`config.mk`:
```
export PLATFORM = sky130hd
export DESIGN_NAME = lcd_cmd_sequencer
export DESIGN_NICKNAME = d
export VERILOG_FILES = /design/src/rtl/lcd_seq_pkg.sv /design/src/rtl/lcd_cmd_fifo.sv /design/src/rtl/lcd_cmd_sequencer.sv
export SDC_FILE = /design/constraint.sdc
export NUM_CORES = 1
export LEC_CHECK = 0
export ABC_AREA = 1
export BUFFER_PORTS_ARGS = -buffer_cell sky130_fd_sc_hd__clkbuf_2
export CORE_MARGIN = 10
export CORE_UTILIZATION = 45
export CTS_CLUSTER_SIZE = 16
export DETAILED_ROUTE_END_ITERATION = 8
export SLEW_MARGIN = 5
export SYNTH_ARGS = -nofsm -noshare
export SYNTH_HDL_FRONTEND = slang
export SYNTH_HIERARCHICAL = 1
export SYNTH_SLANG_ARGS = --single-unit
export TNS_END_PERCENT = 50
```
`constraint.sdc`:
```
create_clock -name clk -period 2.3 [get_ports clk]
set_input_delay 0.575 -clock clk [delete_from_list [all_inputs] [get_ports clk]]
set_output_delay 0.575 -clock clk [all_outputs]
set_load 0.01 [all_outputs]
```
`src/rtl/lcd_seq_pkg.sv`:
```
// Shared types and command codes for the LCD command sequencer.
package lcd_seq_pkg;

  typedef enum logic [1:0] {
    S_IDLE  = 2'd0,
    S_ISSUE = 2'd1,
    S_HOLD  = 2'd2,
    S_WRITE = 2'd3
  } seq_state_t;

  typedef logic [3:0] lcd_cmd_t;

  localparam lcd_cmd_t CMD_WRITE     = 4'd0;
  localparam lcd_cmd_t CMD_UP        = 4'd1;
  localparam lcd_cmd_t CMD_DOWN      = 4'd2;
  localparam lcd_cmd_t CMD_LEFT      = 4'd3;
  localparam lcd_cmd_t CMD_RIGHT     = 4'd4;
  localparam lcd_cmd_t CMD_MAX       = 4'd5;
  localparam lcd_cmd_t CMD_MIN       = 4'd6;
  localparam lcd_cmd_t CMD_AVG       = 4'd7;
  localparam lcd_cmd_t CMD_ROT_CW    = 4'd8;
  localparam lcd_cmd_t CMD_ROT_CCW   = 4'd9;
  localparam lcd_cmd_t CMD_MIRX      = 4'd10;
  localparam lcd_cmd_t CMD_MIRY      = 4'd11;
  localparam lcd_cmd_t CMD_MAX_LEGAL = 4'd11;

  // Max/min/avg keep the controller busy for several cycles after issue.
  localparam lcd_cmd_t CMD_LONG_FIRST = CMD_MAX;
  localparam lcd_cmd_t CMD_LONG_LAST  = CMD_AVG;

  localparam int unsigned WDOG_W = 10;

  function automatic logic is_legal(input lcd_cmd_t c);
    return c <= CMD_MAX_LEGAL;
  endfunction

  function automatic logic is_long(input lcd_cmd_t c);
    return (c >= CMD_LONG_FIRST) && (c <= CMD_LONG_LAST);
  endfunction

endpackage

```
`src/rtl/lcd_cmd_fifo.sv`:
```
// Synchronous command FIFO; AW+1-bit pointers distinguish full from empty.
module lcd_cmd_fifo
  import lcd_seq_pkg::*;
#(
  parameter int unsigned DEPTH = 8,
  parameter int unsigned AW    = 3
) (
  input  logic     clk,
  input  logic     reset,
  input  logic     push,
  input  lcd_cmd_t push_data,
  input  logic     pop,
  output lcd_cmd_t head,
  output logic     full,
  output logic     empty
);

  lcd_cmd_t        mem [DEPTH];
  logic [AW:0]     wr_ptr;
  logic [AW:0]     rd_ptr;
  logic            do_push;
  logic            do_pop;

  assign full    = (wr_ptr[AW] != rd_ptr[AW]) && (wr_ptr[AW-1:0] == rd_ptr[AW-1:0]);
  assign empty   = (wr_ptr == rd_ptr);
  // A push while full is dropped even if a pop frees a slot in the same cycle.
  assign do_push = push && !full;
  assign do_pop  = pop && !empty;
  assign head    = mem[rd_ptr[AW-1:0]];

  always_ff @(posedge clk) begin
    if (reset) begin
      wr_ptr <= '0;
      rd_ptr <= '0;
    end else begin
      if (do_push) begin
        mem[wr_ptr[AW-1:0]] <= push_data;
        wr_ptr              <= wr_ptr + 1'b1;
      end
      if (do_pop) begin
        rd_ptr <= rd_ptr + 1'b1;
      end
    end
  end

endmodule

```
`src/rtl/lcd_cmd_sequencer.sv`:
```
// Issues queued host commands to the LCD controller one at a time and counts frames.
// Optional watchdog on S_HOLD/S_WRITE (adds err_wdog) when LCD_SEQ_WDOG_EN is defined.
module lcd_cmd_sequencer
  import lcd_seq_pkg::*;
#(
  parameter int unsigned DEPTH = 8,
  parameter int unsigned AW    = 3
) (
  input  logic       clk,
  input  logic       reset,
  input  logic [3:0] host_cmd,
  input  logic       host_push,
  output logic       host_full,
  output logic       host_empty,
  input  logic       lcd_busy,
  input  logic       lcd_done,
  output logic [3:0] lcd_cmd,
  output logic       lcd_cmd_valid,
  output logic       frame_done,
  output logic [7:0] frame_cnt,
  output logic       err_ovf,
  output logic       err_bad
`ifdef LCD_SEQ_WDOG_EN
  ,
  output logic       err_wdog
`endif
);

  seq_state_t state;
  lcd_cmd_t   fifo_head;
  logic       fifo_full;
  logic       fifo_empty;
  logic       push_legal;
  logic       pop;

`ifdef LCD_SEQ_WDOG_EN
  logic [WDOG_W-1:0] wdog;
`endif

  assign push_legal = host_push && is_legal(host_cmd);
  assign pop        = (state == S_IDLE) && !fifo_empty && !lcd_busy;
  assign host_full  = fifo_full;
  assign host_empty = fifo_empty;

  lcd_cmd_fifo #(
    .DEPTH (DEPTH),
    .AW    (AW)
  ) u_fifo (
    .clk       (clk),
    .reset     (reset),
    .push      (push_legal),
    .push_data (host_cmd),
    .pop       (pop),
    .head      (fifo_head),
    .full      (fifo_full),
    .empty     (fifo_empty)
  );

  always_ff @(posedge clk) begin
    if (reset) begin
      state         <= S_IDLE;
      lcd_cmd       <= '0;
      lcd_cmd_valid <= 1'b0;
      frame_done    <= 1'b0;
      frame_cnt     <= '0;
      err_ovf       <= 1'b0;
      err_bad       <= 1'b0;
`ifdef LCD_SEQ_WDOG_EN
      wdog          <= '0;
      err_wdog      <= 1'b0;
`endif
    end else begin
      frame_done <= 1'b0;
      if (host_push && !is_legal(host_cmd)) err_bad <= 1'b1;
      if (push_legal && fifo_full)          err_ovf <= 1'b1;

      case (state)
        S_IDLE: begin
          if (pop) begin
            lcd_cmd       <= fifo_head;
            lcd_cmd_valid <= 1'b1;
            state         <= S_ISSUE;
          end
        end
        S_ISSUE: begin
          lcd_cmd_valid <= 1'b0;
          state         <= (lcd_cmd == CMD_WRITE) ? S_WRITE : S_HOLD;
`ifdef LCD_SEQ_WDOG_EN
          wdog          <= '0;
`endif
        end
        S_HOLD: begin
          if (!lcd_busy) begin
            state <= S_IDLE;
`ifdef LCD_SEQ_WDOG_EN
          end else if (wdog == '1) begin
            state    <= S_IDLE;
            err_wdog <= 1'b1;
          end else begin
            wdog <= wdog + 1'b1;
`endif
          end
        end
        S_WRITE: begin
          if (lcd_done) begin
            frame_done <= 1'b1;
            frame_cnt  <= frame_cnt + 1'b1;
            state      <= S_IDLE;
`ifdef LCD_SEQ_WDOG_EN
          end else if (wdog == '1) begin
            state    <= S_IDLE;
            err_wdog <= 1'b1;
          end else begin
            wdog <= wdog + 1'b1;
`endif
          end
        end
        default: state <= S_IDLE;
      endcase
    end
  end

endmodule
```
---- Word level (Yosys, flattened, before mapping) ----
Memories as Yosys holds them, arrays and structs flattened. A register that Yosys moved wholly into a read port is not among the register bits.
Index checks and enable logic that the tools add are counted.
cells by class
  shifts and indexed selects .............. 0
  bitwise gates (word level) .............. 1
  reductions and logical operators ........ 20
  add/subtract/negate cells ............... 3
  multiplexer cells ....................... 11
  div/mod/pow operators ................... 0
  multiply operators ...................... 0
  eq/ne operators ......................... 9
  $lt $le $gt $ge ......................... 1
operators by type and width
  cell                                                   count
  adder 4 x 1 -> 4 bit, second input constant            2
  adder 8 x 1 -> 8 bit, second input constant            1
  logical AND 1 bit                                      8
  one-hot mux 2 bit (4 select lines)                     1
  2-to-1 mux 1 bit                                       6
  2-to-1 mux 2 bit                                       3
  AND reduction 2 bit                                    3
  equality test 2 bit, second input constant             2
  equality test 4 bit                                    1
  less-or-equal comparator 4 bit, second input constant  1
  logical NOT 1 bit                                      4
  logical NOT 4 bit                                      1
  inequality test 2 bit, second input constant           2
  equality test 3 bit                                    1
  AND reduction 3 bit                                    1
  equality test 2 x 1 -> 1 bit, second input constant    1
  logical NOT 2 bit                                      1
  inequality test 2 x 1 -> 1 bit, second input constant  1
  one-hot mux 1 bit (2 select lines)                     1
  nonzero test 2 bit                                     1
  OR reduction 2 bit                                     1
  inequality test 1 bit                                  1
  inverter 1 bit                                         1
word-level totals
  bits in latches ......................... 0
  memories ................................ 1
  output and inout port bits .............. 18
  RAM bits ................................ 32
  bits in registers ....................... 22
  input port bits ......................... 9
  ROM bits ................................ 0
memory list
  memory      words  width  rd ports  clocked after Yosys merged registers in  wr ports  line                source
  u_fifo.mem  8      4      1         1                                        1         lcd_cmd_fifo.sv:18  lcd_cmd_t mem [DEPTH];

---- Longest topological paths before layout ----
  word-level depth ........................ 7
  depth in mapped cells ................... 14
  mapped depth without buffers ............ 14

---- Hierarchy ----
Netlist, hierarchy kept.
by module, submodules not included
  module             instances  cells each  area each (um^2)
  lcd_cmd_fifo       1          197         1,928.1
  lcd_cmd_sequencer  1          107         793.3

---- Worst setup path after synthesis ----
OpenSTA, ideal clock, no wires.
  kind .................................... input to register
  start ................................... in host_push
  end ..................................... mem u_fifo/mem[7][0] (netlist bit), enable pin
  arrival time ............................ 1,709 ps
  cell stages on the path ................. 5
  setup slack ............................. 261 ps
  path through ............................ a21boi_0 -> nand2_1 -> nor2_1 -> nand2_1 -> nor2_1
between the ends
  cells in the longest elaborated chain, start to end .. 5
ends and longest elaborated chain
  what                                    line                     source
  from (decl)                             lcd_cmd_sequencer.sv:12  input logic host_push,
  logical AND 1 bit                       lcd_cmd_sequencer.sv:40  assign push_legal = host_push && is_legal(host_cmd);
  logical AND 1 bit                       lcd_cmd_fifo.sv:27       assign do_push = push && !full;
  2-to-1 mux 1 bit                        lcd_cmd_fifo.sv:36       if (do_push) begin
  2-to-1 mux 1 bit                        lcd_cmd_fifo.sv:32       if (reset) begin
  2-to-1 mux 1 bit (implied by the code)  lcd_cmd_fifo.sv:37       mem[wr_ptr[AW-1:0]] <= push_data;
  to (decl)                               lcd_cmd_fifo.sv:18
No other way between the ends.

---- Final worst setup path ----
  start ................................... reg u_fifo.wr_ptr[1]
  end ..................................... out host_empty
between the ends
  cells in the longest elaborated chain, start to end .. 1
ends and longest elaborated chain
  what                    line                     source
  from (decl)             lcd_cmd_fifo.sv:19       logic [AW:0] wr_ptr;
  from (signal assigned)  lcd_cmd_fifo.sv:38       wr_ptr <= wr_ptr + 1'b1;
  equality test 4 bit     lcd_cmd_fifo.sv:25       assign empty = (wr_ptr == rd_ptr);
  to (decl)               lcd_cmd_sequencer.sv:14  output logic host_empty,
No other way between the ends.

==> metrics.csv <==
metric,value,unit
status,finished clean,
path_clk_slew,60,ps
rsz0062_at_grt,false,
grt_pass1_wl,9.51,mm
crit_top_cell,nand2_1,
place_hpwl,4.01,mm
drv_slew,0,
path_cells,nand2_1 -> nand2_1 -> and2_4 -> nand2_8 -> inv_1 -> clkbuf_2,
place_ws,220,ps
synth_ff_type,edfxtp_1,
port_buffers,26,
yosysSeqAreaShare,56.6,%
ys_seq_elements,61,
dp_cells,406,
postSynthCellCount,304,
die_h,97.8,microns
h-tree-depth,3,
initial_core_util,46.2,%
setup_violations,0,
worstPathRequired,1730,ps
cts_sinks,61,
nets,354,
gr-total-overflow,0,
cts_tree,done,
synth_edf_count,32,
antenna_found_initial,0,
grt_max_degree,17,
syn_nets,316,
cellPowerDensity,819,nW/um^2
cp_top_family,simple AND/OR/NAND/NOR gates,
synthDistinctLibCells,31,
hold_class,register to register,
rrSetupSlack,280,ps
syn_avg_cell_area,8.95,sq um
startpoint_type,register,
design_area,3190,sq um
avgRoutedWirePerCell,13.2,microns
num_vias,2036,
grt_pass1_vias,1990,
fmax,0.477,GHz
drc,0,
finalCritPeriodShare,91.2,%
setup_slack,203,ps
holdBufCountCts,0,
min_period,2100,ps
cts-root-buf,clkbuf_8,
placementRows,28,
regArea,1540,sq um
die_w,97.8,microns
area_growth,17.1,%
tightest_slew,544,ps
vias_per_cell,4.82,
regToRegStartpoint,u_fifo/wr_ptr[1],
rr_worst_depth,14,
ant_nets,0,
drt_iter0_drc,55,
finalCoreUtilization,54.1,%
cpPeakStageDelay,450,ps
core,5890,sq um
cap_violations,0,
crit_arrival,1520,ps
die_area,9560,sq um
antenna_cells,0,
clk_path_buf_depth,2,
dr.pass1.iters,5,
skew,8.53,ps
critPathCaptureType,output pin,
gp_congestion,0.797,
setup_tns,0,ps
place_area,2970,sq um
power_leakage,1.32,nW
wl,5.58,mm
fin_hold_ws,449,ps
critical_path_cell_count,6,
criticalPathCategory,register to output pin,
yosysWarnings,6,
cp_num_buf_inv,2,
instances_no_fill,422,
critPathMaxFanout,9,
clock_latency,340,ps
power,2.61,mW
synthArstFlopShare,0,%
slew_headroom,63.7,%
timing.rr.end,u_fifo/rd_ptr[3],
drive_above_1_share,20.5,%
cts_buffers,9,
multi_input_area,1020,sq um
endpoint,host_empty,
startpoint,u_fifo/wr_ptr[1],
hold_viol_final,0,
peakVddDrop,0.471,mV
grtUsageTotal,12.3,%
syn-cell-area,2720,sq um
crit_slowest_cell,dfxtp_1,
num_io_pins,27,
num-fill-cells,547,
-- synthesized netlist by cell type (2+ instances only) --
cell       n  area (sq um)
nand4_1    3          18.8
nor2_4     3          33.8
nand3_1   20           100
buf_2      7          35.0
nand2_2    3          18.8
inv_1     29           109
nor2_1    60           225
edfxtp_1  32           961
a21oi_1   14          70.1
o21ai_1    9          45.0
o21ai_0   21           105
ha_1       3          37.5
inv_2      4          15.0
nand3_2    2          20.0
nand2_1   50           188
dfxtp_1   29           581
-- cell usage in the layout, fill, tap and decap left out, drive strengths merged --
cell type and instances:
a21boi 1, a21oi 15, and2 1, buf 8, bufinv 2, clkbuf 37, clkinv 4, dfxtp 29
edfxtp 32, ha 3, inv 33, nand2 55, nand3 23, nand4 4, nor2 64, o21a 1
o21ai 30, or2 2, xnor2 2, xor2 1
-- what timing repair did --
action                                  in CTS  in global routing
gates resized for setup                      0                  1
endpoints found under the setup margin       0                  1
setup buffers                                0                  0
-- area by class of cell --
cell class                 count  area share (%)
clock inverter                 5            2.36
inverter                      34            4.00
tap                           75            2.94
timing repair buffer          34            5.97
sequential                    61            48.4
clock buffer                  11            4.44
multi-input combinational    202            31.9
-- how the worst min path moves through the flow --
stage | from | to | slack, ps | cells past startpoint
floorplan | err_bad | err_bad | 470 | 2
global placement | err_ovf | err_ovf | 440 | 2
detailed placement | err_bad | err_bad | 440 | 2
CTS | err_bad | err_bad | 450 | 2
global route | err_ovf | err_ovf | 480 | 2
finish | err_bad | err_bad | 450 | 2
-- cells by family (layout without fill, tap and decap cells) --
group	Yosys count	count (layout)	synth area share, %
compound gates	47	47	8.97
xor+xnor	3	3	1.24
fa+ha+maj	3	3	1.38
buf+inv	41	84	5.98
flops	61	61	56.6
simple gates	149	149	25.8
-- tightest hold or removal path: cells and delay by family (launching register included) --
kind	cells	cell delay [ps]
flip-flops	1	310
buffers and inverters	1	50
AO/OA/AOI/OAI	1	50
-- sequential cells by signal, indices dropped and copies added (netlist names), named ones only --
| name | cells |
|---|---|
| err_bad | 1 |
| err_ovf | 1 |
| frame_cnt | 8 |
| frame_done | 1 |
| lcd_cmd | 4 |
| lcd_cmd_valid | 1 |
| state | 2 |
| u_fifo/mem | 32 |
| u_fifo/rd_ptr | 4 |
| u_fifo/wr_ptr | 4 |
-- power breakdown --
group          switching [mW]  internal, mW  leakage [nW]
Combinational           0.210         0.123         0.686
Clock                   0.407         0.634         0.113
Sequential             0.0502          1.19         0.524
Total                   0.667          1.94          1.32
-- routing by layer --
| layer | share of wire (%) | track usage (%) |
|---|---|---|
| met1 | 45 | 14.0 |
| met2 | 48 | 19.8 |
| met3 | 4.8 | 4.30 |
| met4 | 2.0 | 6.49 |
| met5 | 0 | 0 |
(Power assumes the default switching activity.)
